<file path="src/rtl/calc_seq_ctrl.sv">
// Calculator front-end controller: synchronises and debounces the push-buttons,
// captures the ALU op select and issues one accumulator write/clear per press.
module calc_seq_ctrl #(
    parameter int unsigned DEBOUNCE_CYCLES = 4
) (
    input  logic       clk,
    input  logic       rst_n,
    input  logic       btnu,
    input  logic       btnd,
    input  logic       btnl,
    input  logic       btnc,
    input  logic       btnr,
    output logic [2:0] op_sel,
    output logic       acc_we,
    output logic       acc_clr,
    output logic       busy
);

    localparam int unsigned CNT_W   = $clog2(DEBOUNCE_CYCLES + 1);
    localparam int unsigned BTN_W   = 5;
    localparam logic [CNT_W-1:0] CNT_MAX = CNT_W'(DEBOUNCE_CYCLES - 1);

    typedef enum logic [1:0] {
        IDLE = 2'd0,
        DBNC = 2'd1,
        FIRE = 2'd2,
        HOLD = 2'd3
    } state_t;

    typedef enum logic {
        CMD_CLR = 1'b0,
        CMD_EXE = 1'b1
    } cmd_t;

    // Synchroniser stages, bit order {u, d, l, c, r}
    logic [BTN_W-1:0] sync1_q;
    logic [BTN_W-1:0] sync2_q;

    logic s_btnu;
    logic s_btnd;
    logic [2:0] s_op;

    state_t           state_q, state_d;
    cmd_t             cmd_q, cmd_d;
    logic [CNT_W-1:0] cnt_q, cnt_d;
    logic [2:0]       op_sel_d;
    logic             acc_we_d;
    logic             acc_clr_d;
    logic             busy_d;
    logic             sel_btn;

    assign s_btnu = sync2_q[4];
    assign s_btnd = sync2_q[3];
    assign s_op   = sync2_q[2:0];

    // Two-flop synchroniser for the asynchronous button inputs
    always_ff @(posedge clk or negedge rst_n) begin
        if (!rst_n) begin
            sync1_q <= '0;
            sync2_q <= '0;
        end else begin
            sync1_q <= {btnu, btnd, btnl, btnc, btnr};
            sync2_q <= sync1_q;
        end
    end

    // State, command, counter and registered output flops
    always_ff @(posedge clk or negedge rst_n) begin
        if (!rst_n) begin
            state_q <= IDLE;
            cmd_q   <= CMD_CLR;
            cnt_q   <= '0;
            op_sel  <= '0;
            acc_we  <= 1'b0;
            acc_clr <= 1'b0;
            busy    <= 1'b0;
        end else begin
            state_q <= state_d;
            cmd_q   <= cmd_d;
            cnt_q   <= cnt_d;
            op_sel  <= op_sel_d;
            acc_we  <= acc_we_d;
            acc_clr <= acc_clr_d;
            busy    <= busy_d;
        end
    end

    // Next-state, counter, op capture and output decode
    always_comb begin
        state_d  = state_q;
        cmd_d    = cmd_q;
        cnt_d    = cnt_q;
        op_sel_d = op_sel;
        sel_btn  = (cmd_q == CMD_CLR) ? s_btnu : s_btnd;

        unique case (state_q)
            IDLE: begin
                if (s_btnu) begin
                    state_d = DBNC;
                    cmd_d   = CMD_CLR;
                    cnt_d   = '0;
                end else if (s_btnd) begin
                    state_d = DBNC;
                    cmd_d   = CMD_EXE;
                    cnt_d   = '0;
                end
            end
            DBNC: begin
                if (!sel_btn) begin
                    state_d = IDLE;
                    cnt_d   = '0;
                end else if ((cmd_q == CMD_EXE) && s_btnu) begin
                    cmd_d = CMD_CLR;
                    cnt_d = '0;
                end else if (cnt_q == CNT_MAX) begin
                    state_d = FIRE;
                    if (cmd_q == CMD_EXE) begin
                        op_sel_d = s_op;
                    end
                end else begin
                    cnt_d = cnt_q + CNT_W'(1);
                end
            end
            FIRE: begin
                state_d = HOLD;
                cnt_d   = '0;
            end
            HOLD: begin
                if (s_btnu || s_btnd) begin
                    cnt_d = '0;
                end else if (cnt_q == CNT_MAX) begin
                    state_d = IDLE;
                    cnt_d   = '0;
                end else begin
                    cnt_d = cnt_q + CNT_W'(1);
                end
            end
            default: begin
                state_d = IDLE;
                cnt_d   = '0;
            end
        endcase

        // Strobes follow the state being entered so they line up with FIRE
        acc_we_d  = (state_d == FIRE) && (cmd_d == CMD_EXE);
        acc_clr_d = (state_d == FIRE) && (cmd_d == CMD_CLR);
        busy_d    = (state_d != IDLE);
    end

endmodule
</file>
<file path="config.mk">
export PLATFORM = sky130hd
export DESIGN_NAME = calc_seq_ctrl
export DESIGN_NICKNAME = d
export VERILOG_FILES = /design/src/rtl/calc_seq_ctrl.sv
export SDC_FILE = /design/constraint.sdc
export NUM_CORES = 1
export LEC_CHECK = 0
export ABC_AREA = 1
export CAP_MARGIN = 20
export CELL_PAD_IN_SITES_DETAIL_PLACEMENT = 1
export CELL_PAD_IN_SITES_GLOBAL_PLACEMENT = 1
export CORE_UTILIZATION = 42
export DETAILED_ROUTE_END_ITERATION = 8
export PLACE_DENSITY_LB_ADDON = 0.25
export SYNTH_ARGS = -nofsm -noshare
export SYNTH_HDL_FRONTEND = slang
export SYNTH_SLANG_ARGS = --single-unit
</file>
<file path="constraint.sdc">
create_clock -name clk -period 3.8 [get_ports clk]
set_input_delay 0.76 -clock clk [delete_from_list [all_inputs] [get_ports clk]]
set_output_delay 0.76 -clock clk [all_outputs]
set_load 0.05 [all_outputs]
</file>
# After elaboration in Yosys (flattened, before gate mapping)
# Index checks and enable logic that the tools add are counted.
[totals]
output_inout_bits = 6
wordCells = 49
input_bits = 7
regBits = 22
memories = 0
mem_bits_ro = 0
latchBits = 0
ram_bits = 0
[classes]
div = 0
mul = 0
n_mux = 22
shifts = 0
order_cmp = 0
n_bitwise = 2
eq_ne = 7
n_addsub = 1
n_reduce_logical = 8
[ops]
columns = ["op", "n"]
rows = [
  ["3-bit two-way mux", 7],
  ["2-bit two-way mux", 7],
  ["3-bit case mux with 4 select lines", 1],
  ["2-bit case mux with 4 select lines", 1],
  ["2-bit == test, second input constant", 3],
  ["1-bit two-way mux", 5],
  ["5-bit AND reduction", 1],
  ["4-bit inequality test, second input constant", 1],
  ["3-bit by 1-bit adder with 3-bit output, second input constant", 1],
  ["3-bit by 2-bit == test with 1-bit output, second input constant", 1],
  ["1-bit logical AND", 3],
  ["3-bit inequality test, second input constant", 1],
  ["2-bit by 1-bit == test with 1-bit output, second input constant", 1],
  ["2-bit zero test", 1],
  ["1-bit NOT", 2],
  ["1-bit case mux with 2 select lines", 1],
  ["2-bit AND reduction", 1],
  ["2-bit nonzero test", 1],
  ["1-bit logical OR", 1],
]

# Logic depth before layout (Yosys ltp)
[depth]
ltp_word = 7
depth_mapped = 9
ltp_nobuf = 9

# Worst setup path after synthesis
# OpenSTA, ideal clock, no wires.
[synth_timing]
kind = "flip-flop to flip-flop"
start = "register cnt_q[0]"
end = "register cnt_q[1]"
stages_incl_launch_ff = 10
setup_ns = 0.116
required_ns = 3.684
arrival_time_ns = 1.253
path_slack_ns = 2.430
path_cell_list = "dfrtp_1 -> ha_1 -> ha_1 -> inv_1 -> a21oi_1 -> nand3_2 -> nand2_2 -> inv_2 -> nand2_1 -> nand2_1"
[synth_between]
elab_chain_len = 5
elab_cells_between_ends = 10
classes_between = "add/sub: 1; eq/ne: 2; mux: 6; reduce/logical: 1"
[synth_lines]
columns = ["element", "line_no", "rtl"]
rows = [
  ["start: declaration", "45", "logic [CNT_W-1:0] cnt_q, cnt_d;"],
  ["start signal: assignment", "80", "cnt_q <= cnt_d;"],
  ["3-bit by 1-bit adder with 3-bit output", "121, 135", ""],
  ["3-bit two-way mux", "115", "end else if (cnt_q == CNT_MAX) begin"],
  ["3-bit two-way mux", "112", "end else if ((cmd_q == CMD_EXE) && s_btnu) begin"],
  ["3-bit two-way mux", "109", "if (!sel_btn) begin"],
  ["3-bit case mux with 4 select lines", "96", "unique case (state_q)"],
]
# Parallel ways exist; a longest one is shown, timed or not. The select of a mux whose other input is x is not followed.
# A chain may end at the register's enable or synchronous reset.

# Worst setup path in the final report
[layout_timing]
start = "register op_sel[2]"
end = "output op_sel[2]"
[layout_rtl]
columns = ["element", "line_no", "rtl"]
rows = [
  ["start: declaration", "13", "output logic [2:0] op_sel,"],
  ["start signal: assignment", "81", "op_sel <= op_sel_d;"],
]
# No word-level cell between the ends.

==> metrics.md <==
| Metric | Value |
|---|---|
| Status | `finished, final reports clean` |
| CTS tree | `built` |
| FF+latch count, synth | `22` |
| Worst stage delay on the critical path | `0.80 ns` |
| Resize count post-CTS | `0` |
| Gp weighted congestion | `0.7969` |
| DR iter-0 viols | `10` |
| DRT Wirelength | `1.807 mm` |
| Dpl ws | `1.841 ns` |
| Pwr Total | `0.6898 mW` |
| Max Clock Freq | `0.4456 GHz` |
| Unique cell type count in the Yosys netlist | `16` |
| Routed Antenna Nets | `0` |
| Post-Syn Area | `905.9 sq um` |
| Clk buf depth | `2` |
| Post-placement cell area | `1060 sq um` |
| CP Max Fanout | `2` |
| Setup crit end kind | `primary output` |
| Critical Path Source Type | `flop` |
| Leakage power | `0.5588 nW` |
| Final nets | `119` |
| Post-DP HPWL | `1.374 mm` |
| All-Layer GR Usage | `18.50%` |
| Post-route setup slack | `1.556 ns` |
| Reg clk slew, reported paths | `0.12 ns` |
| Unrepaired setup endpoints after global routing | `no` |
| Setup_tns | `0 ns` |
| IO Count | `13` |
| Area Growth Syn to Fin | `22.79%` |
| CP delay by family, top | `buffers and inverters` |
| Worst IR Drop VDD | `572.2 uV` |
| Vias in the first global route | `681` |
| WP data required | `3.04 ns` |
| WL/cell | `13.39 microns` |
| Layout Skew | `0.005461 ns` |
| Skew-Pair Late Insertion Delay | `0.31 ns` |
| Die width | `48.44 microns` |
| Worst Path Buf+Inv | `1` |
| Post-layout instance count excluding filler cells | `135` |
| Type of the worst setup path | `reg -> out` |
| Syn Area/Cell | `9.846 sq um` |
| Register area share after synthesis | `60.77%` |
| Layout cells sized above 1 | `12.96%` |
| Ant. Diodes | `0` |
| Slew @ Worst Pin | `0.9252 ns` |
| Number of remaining DRC errors | `0` |
| Core ar. | `2002 sq um` |
| Commonest non-fill, non-tap cell in the layout | `nand2_1` |
| Post-CTS Setup Inserts | `0` |
| Starting density of the core | `45.25%` |
| Cell area after layout | `1112 sq um` |
| Slew headroom | `38.12%` |
| Post-layout minimum cycle time | `2.244 ns` |
| Final setup vio count | `0` |
| Max_cap viols | `0` |
| Clock Tree Root | `clkbuf_4` |
| Initial antenna violation count | `0` |
| H-tree Lvls | `1` |
| Most frequent cells in the layout | `nand2_1 (29), dfrtp_1 (22), clkdlybuf4s50_1 (12)` |
| DIE AREA | `2346 sq um` |
| Rows | `16` |
| Minimum hold slack | `0.3633 ns` |
| Setup slack, reg-to-reg | `2.13 ns` |
| Critical Path, Cell by Cell | `clkdlybuf4s50_1` |
| Port bufs | `12` |
| Overflow after GRT | `0` |
| Die height | `48.44 microns` |
| Post-synth net total | `102` |
| Synth warnings | `0` |
| Synth Instances | `92` |
| Vias | `667` |
| 1st-pass router iterations | `4` |
| First-pass GRT wire length | `3.180 mm` |
| DP Cell Count | `131` |
| Final Cycle Share | `59.05%` |
| Crit path arrival time | `1.48 ns` |
| Hold_buf cts | `0` |
| Hold WC Path Type | `reg -> reg` |
| Clock sink count | `22` |
| Fin. max-slew vios | `0` |
| PwrDens | `620.1 nW/um^2` |
| Finished Core Util | `55.56%` |
| Worst-path cell with the longest stage delay | `clkdlybuf4s50_1` |
| Largest net degree at the start of global routing | `23` |
| Num CTS Buffers | `3` |
| Via density | `4.941` |
| Final hold violation count | `0` |
## logic make-up after synthesis
| kind of cell | synth area share (%) |
|---|---|
| buf+inv | 4.558 |
| compound gates | 2.209 |
| simple gates | 28.31 |
| fa+ha+maj | 4.144 |
| flops | 60.77 |
## sequential cells by signal (all words and copies together), names as in the netlist, 2 cells and up
register  count
sync1_q       5
sync2_q       5
state_q       2
cnt_q         3
op_sel        3
## cells in the mapped netlist
library cell / number / share of area, %
nand2_1: 29 / 12
dfrtp_1: 22 / 61
inv_1: 8 / 3.3
nand3_1: 7 / 3.9
nor2_1: 5 / 2.1
ha_1: 3 / 4.1
inv_2: 3 / 1.2
nand2_2: 3 / 2.1
nand3_2: 2 / 2.2
nand3b_1: 2 / 1.7
nand4_1: 2 / 1.4
o211ai_1: 2 / 1.7
a21oi_1: 1 / 0.55
nand2_4: 1 / 1.2
nor2_4: 1 / 1.2
nor3_1: 1 / 0.55
## layout make-up
type                       instances  area (sq um)
multi-input combinational         59         314.1
inverter                          11         41.29
clock buffer                       3         22.52
tap                               27         33.78
sequential                        22         550.5
clock inverter                     1         30.03
timing repair buffer              12         120.1
fill                             227         889.6
## power breakdown
part	internal (mW)	total, mW	switching [mW]
logic	0.0705	0.209	0.138
clock network	0.107	0.178	0.0711
registers	0.270	0.303	0.0337
## worst paths after layout
path | end | startpoint | depth (start not counted)
worst min-delay path | sync2_q[1] | sync1_q[1] | 0
min in group asynchronous | cnt_q[2] | rst_n | 1
max in group asynchronous | acc_clr | rst_n | 1
worst max register to register | cnt_q[1] | cnt_q[0] | 9
worst min register to register | sync2_q[1] | sync1_q[1] | 0
worst max-delay path | op_sel[2] | op_sel[2] | 1
## layer usage
metal / global-route usage [%] / vias to the layer above / share of wire (%)
met5: 0 / - / 0
li1: - / 324 / -
met1: 22.08 / 331 / 43
met4: 5.882 / 0 / 0.89
met2: 32.63 / 10 / 53
met3: 4.717 / 2 / 3.0
Power figures use the tool's default switching activity.
